### config.mk
export PLATFORM = sky130hd
export DESIGN_NAME = mux_a
export DESIGN_NICKNAME = d
export VERILOG_FILES = /design/src/rtl/cpu_pkg.sv /design/src/rtl/dff_rst.sv /design/src/rtl/mux_a.sv
export SDC_FILE = /design/constraint.sdc
export NUM_CORES = 1
export LEC_CHECK = 0
export ABC_AREA = 1
export BUFFER_PORTS_ARGS = -buffer_cell sky130_fd_sc_hd__buf_2
export CELL_PAD_IN_SITES_DETAIL_PLACEMENT = 1
export CELL_PAD_IN_SITES_GLOBAL_PLACEMENT = 2
export CORE_ASPECT_RATIO = 1.25
export CORE_MARGIN = 2
export CORE_UTILIZATION = 21
export DETAILED_ROUTE_END_ITERATION = 7
export GPL_TIMING_DRIVEN = 0
export PLACE_DENSITY_LB_ADDON = 0.1
export SYNTH_ARGS = -nofsm -noshare
export SYNTH_HDL_FRONTEND = slang
export SYNTH_SLANG_ARGS = --single-unit
export TNS_END_PERCENT = 1
### constraint.sdc
create_clock -name clk -period 0.8 [get_ports clk]
set_input_delay 0.04 -clock clk [delete_from_list [all_inputs] [get_ports clk]]
set_output_delay 0.04 -clock clk [all_outputs]
set_load 0.05 [all_outputs]
### src/rtl/cpu_pkg.sv
// cpu_pkg: shared definitions for the 16-bit CPU datapath.
//   DATA_W            - datapath word width
//   word_t            - one datapath word
//   SEL_IN1 / SEL_IN2 - two-way operand select encodings
package cpu_pkg;

  localparam int DATA_W = 16;

  typedef logic [DATA_W-1:0] word_t;

  localparam logic SEL_IN1 = 1'b0;
  localparam logic SEL_IN2 = 1'b1;

endpackage : cpu_pkg

### src/rtl/dff_rst.sv
// dff_rst: WIDTH-bit datapath register, loaded on every rising clock edge,
// asynchronously forced to RESET_VAL while rst_n is low.
// Ports:
//   clk   - system clock, rising edge active
//   rst_n - asynchronous active-low reset
//   d     - next value, captured every rising edge
//   q     - registered value
module dff_rst
  import cpu_pkg::*;
#(
  parameter int                WIDTH     = DATA_W,
  parameter logic [WIDTH-1:0]  RESET_VAL = {WIDTH{1'b0}}
) (
  input  logic             clk,
  input  logic             rst_n,
  input  logic [WIDTH-1:0] d,
  output logic [WIDTH-1:0] q
);

  logic [WIDTH-1:0] q_r;

  // State register: no enable, reset wins over the clock immediately.
  always_ff @(posedge clk or negedge rst_n) begin
    if (!rst_n) begin
      q_r <= RESET_VAL;
    end else begin
      q_r <= d;
    end
  end

  assign q = q_r;

endmodule : dff_rst

### src/rtl/mux_a.sv
// mux_a: registered 2:1 operand select for the ALU A-side operand.
// The combinational pick (sel ? in2 : in1) is captured on every rising
// clock edge, so outA only ever changes just after an edge or on reset.
// Ports:
//   clk   - system clock, rising edge active
//   rst_n - asynchronous active-low reset (outA <= RESET_VAL at once)
//   sel   - source select: SEL_IN1 picks in1, SEL_IN2 picks in2
//   in1   - operand source 0
//   in2   - operand source 1
//   outA  - registered selected operand, one cycle latency
module mux_a
  import cpu_pkg::*;
#(
  parameter int                WIDTH     = DATA_W,
  parameter logic [WIDTH-1:0]  RESET_VAL = {WIDTH{1'b0}}
) (
  input  logic             clk,
  input  logic             rst_n,
  input  logic             sel,
  input  logic [WIDTH-1:0] in1,
  input  logic [WIDTH-1:0] in2,
  output logic [WIDTH-1:0] outA
);

  logic [WIDTH-1:0] next_s;

  // Source select; an unknown select deliberately yields X rather than
  // silently favouring one source, so a bad sel is visible downstream.
  always_comb begin
    next_s = {WIDTH{1'bx}};
    case (sel)
      SEL_IN1: next_s = in1;
      SEL_IN2: next_s = in2;
      default: next_s = {WIDTH{1'bx}};
    endcase
  end

  dff_rst #(
    .WIDTH     (WIDTH),
    .RESET_VAL (RESET_VAL)
  ) u_outa_reg (
    .clk   (clk),
    .rst_n (rst_n),
    .d     (next_s),
    .q     (outA)
  );

endmodule : mux_a

### Word-level counts from Yosys, hierarchy flattened

Cells that the tools add are included.

* multiplexer cells: 1
* bitwise gates (word level): 1

Operators by type and width (number)
* $pmux W16 S2: 1
* $not A1 Y1: 1

* bits of input ports: 35
* word-level logic and storage cells: 3
* register bits after elaboration: 16
* output and inout port bits: 16

### Logic depth before layout (Yosys ltp)

* depth in word-level cells: 2
* gate-level depth with buffers: 5
* gate-level depth less buffers: 3

### Cells and area by module

A second synthesis with hierarchy kept.

* cells, all modules: 68
* area, all modules: 644.4 um2

Modules (own cells, without submodules)
* dff_rst: sequential area each 400.4 um2, area an instance 400.4 um2, cells an instance 16, instances 1
* mux_a: sequential area each 0.0 um2, area an instance 244.0 um2, cells an instance 52, instances 1

### Worst setup path before layout

No wires, ideal clock.

* kind: register to output
* from: register u_outa_reg.q_r[0] (netlist: u_outa_reg.q[0])
* to: output port outA[0]
* buffers on the path: 0
* cell stages (with the launch flop): 1
* data required time: 0.760 ns
* slack: 0.174 ns
* arrival: 0.586 ns
* cells stage by stage: dfrtp_1

RTL lines
* start: declaration: line dff_rst.sv:20 `logic [WIDTH-1:0] q_r;`
* start signal: assignment: line dff_rst.sv:25 `q_r <= RESET_VAL;`
* start signal: assignment: line dff_rst.sv:27 `q_r <= d;`
* end: declaration: line mux_a.sv:22 `output logic [WIDTH-1:0] outA`

No word-level cell between the ends.

### Final worst setup path

* from: register u_outa_reg.q_r[1] (netlist: u_outa_reg.q[1])
* to: output port outA[1]

No word-level cell between the ends.

==> flow_summary.json <==
{
  "status": "finished with violations",
  "violations": "setup timing",
  "utilization_pct": 48.3,
  "synth.distinct_cells": 6,
  "n_fill_cell": 346,
  "grt_max_degree": 17,
  "syn-num-nets": 103,
  "drc": 0,
  "path_depth": 1,
  "crit_path_max_incr_delay_ns": 0.39,
  "synth-main-ff-cell": "dfrtp_1",
  "crit_chain": "buf_6",
  "wirelength_um": 2260,
  "multi_input_area_um2": 193,
  "yosysMostFrequentCell": "nand2_1",
  "cts.path.max_buffers": 2,
  "irDropWorstVdd_mv": 0.623,
  "hold_class": "input port to register",
  "fmax_mhz": 1150,
  "antenna_found_initial": 0,
  "crit_family": "flip-flops",
  "routabilityCongestion": 0.624,
  "io_buffers": 49,
  "start_kind": "register",
  "dr.first_iter.drc_count": 8,
  "period_needed_ns": 0.871,
  "critPathKind": "register to output pin",
  "max_slew_margin_pct": 75.2,
  "switchingPower_uw": 679,
  "rows": 22,
  "nets": 192,
  "grt_usage_pct": 14.8,
  "cp_num_buf_inv": 1,
  "crit_path_end": "outA[1]",
  "synthArstFlopShare_pct": 100,
  "cts_buffers": 3,
  "synthCells": 68,
  "via_per_inst": 4.01,
  "synth-seq-area-share_pct": 62.1,
  "avgSynthCellArea_um2": 9.48,
  "synth_area_leaders": "dfrtp_1 (62%), nand2_1 (25%), nand2_2 (4.9%), buf_6 (3.5%), buf_12 (3.1%)",
  "synth_top_area_share_pct": 62.1,
  "grt_pass1_vias": 852,
  "timing.final.crit_share_pct": 109,
  "syn2layout_area_growth_pct": 121,
  "io_pins": 51,
  "dr.pass1.iters": 2,
  "htreeDepth": 1,
  "clockPowerShare_pct": 25.2,
  "fin_ws_ns": -0.0713,
  "p_int_mw": 1.48,
  "dieArea_um2": 3530,
  "pwr_density_cell_nw_per_um2": 1520,
  "rsz0062_at_grt": "true",
  "cap_violations": 0,
  "startpoint": "u_outa_reg.q[1]",
  "crit_required_ns": 0.76,
  "ys_warn_count": 0,
  "hold_viol": 0,
  "chipWidth_um": 53.5,
  "postRouteAntennaNets": 0,
  "total_power_mw": 2.16,
  "cts_tree": "done",
  "cts_sinks": 16,
  "synth_largest_area_cell": "dfrtp_1",
  "cts_setup_buffers": 0,
  "wl_per_cell_um": 11.7,
  "drive_above_1_share_pct": 39.7,
  "cp.arrival_ns": 0.83,
  "clk_pin_slew_ns": 0.10,
  "swShare_pct": 31.4,
  "diodes": 0,
  "leakagePower_nw": 0.754,
  "whs_path_depth": 4,
  "critPathSlowestCell": "dfrtp_1",
  "synth_seq_cells": 16,
  "setup_viol": 16,
  "cp_max_fo": 1,
  "seq_area_um2": 400,
  "worstMarginPinSlew_ns": 0.371,
  "synth-edff-count": 0,
  "num_vias": 770,
  "sequentialPowerShare_pct": 41.5,
  "netlist_area_um2": 644,
  "pwr-share-comb_pct": 33.4,
  "core_um2": 2950,
  "cts_root_buf": "clkbuf_4",
  "dieHeight_um": 65.9,
  "synth_commonest_cells": "nand2_1 (43), dfrtp_1 (16), nand2_2 (5)",
  "start_util_pct": 21.9,
  "largest_register_ffs": 16,
  "grt_pass1_wl_um": 3710,
  "hpwl_um": 1320,
  "grt-ovfl-total": 0,
  "drv_slew": 0,
  "worstSetupEndpointType": "output pin"
}
-- power groups by stage --
stage | sequential, mW | combinational [mW] | clock (mW)
after floorplan | 1.13 | 0.102 | 0
after global placement | 0.896 | 0.508 | 0
after detailed placement | 0.899 | 0.515 | 0
after CTS | 0.899 | 0.723 | 0.573
after global routing | 0.905 | 0.776 | 0.622
final | 0.897 | 0.722 | 0.545
-- final cells by class --
type	instances	share of cell area, %
Buffer	3	2.99
Clock buffer	4	2.55
Inverter	1	0.616
Multi-Input combinational cell	48	13.6
Sequential cell	16	28.2
Tap cell	36	3.17
Timing Repair Buffer	84	48.9
-- per-layer routing --
metal  part of all wire, %  track usage, %
met1                    34            13.8
met2                    58            28.9
met3                   6.3            2.71
met4                   1.2            7.69
met5                     0               0
-- layout by cell type (no fill, tap or decap), drive strengths merged --
cell type,count
buf,52
clkbuf,4
dfrtp,16
dlygate4sd3,35
inv,1
nand2,48
-- per-stage QoR --
step,hold WS [ns],cells,setup TNS (ns),cell area (µm²),setup WS [ns]
6_report,0.0109,192,-1.01,1420,-0.0713
5_1_grt,0.00630,192,-1.75,1420,-0.124
4_1_cts,0.00317,192,-1.28,1420,-0.0911
3_5_place_dp,-0.0164,153,0,935,0.194
3_3_place_gp,-0.0188,153,0,935,0.203
2_1_floorplan,-0.256,68,0,644,0.174
-- worst min path at each step --
stage	startpoint	slack (ns)	endpoint
finish	sel	0.01	u_outa_reg.q[15]
floorplan	rst_n	-0.26	u_outa_reg.q[0]
global route	sel	0.006	u_outa_reg.q[1]
CTS	sel	0.003	u_outa_reg.q[15]
detailed placement	rst_n	-0.02	u_outa_reg.q[6]
global placement	rst_n	-0.02	u_outa_reg.q[6]
-- cell families after synthesis --
logic type	Yosys count	synth area share [%]
buf+inv	4	7.96
flops	16	62.1
simple gates	48	29.9
-- timing repair --
| item | 4_1_cts | 5_1_grt |
|---|---|---|
| setup endpoints to repair | 16 | 16 |
| hold buffers | 35 | 0 |
| resized for setup | 32 | 0 |
| hold endpoints to repair | 32 | 0 |
Note: power is estimated with default switching activity, not from simulation.
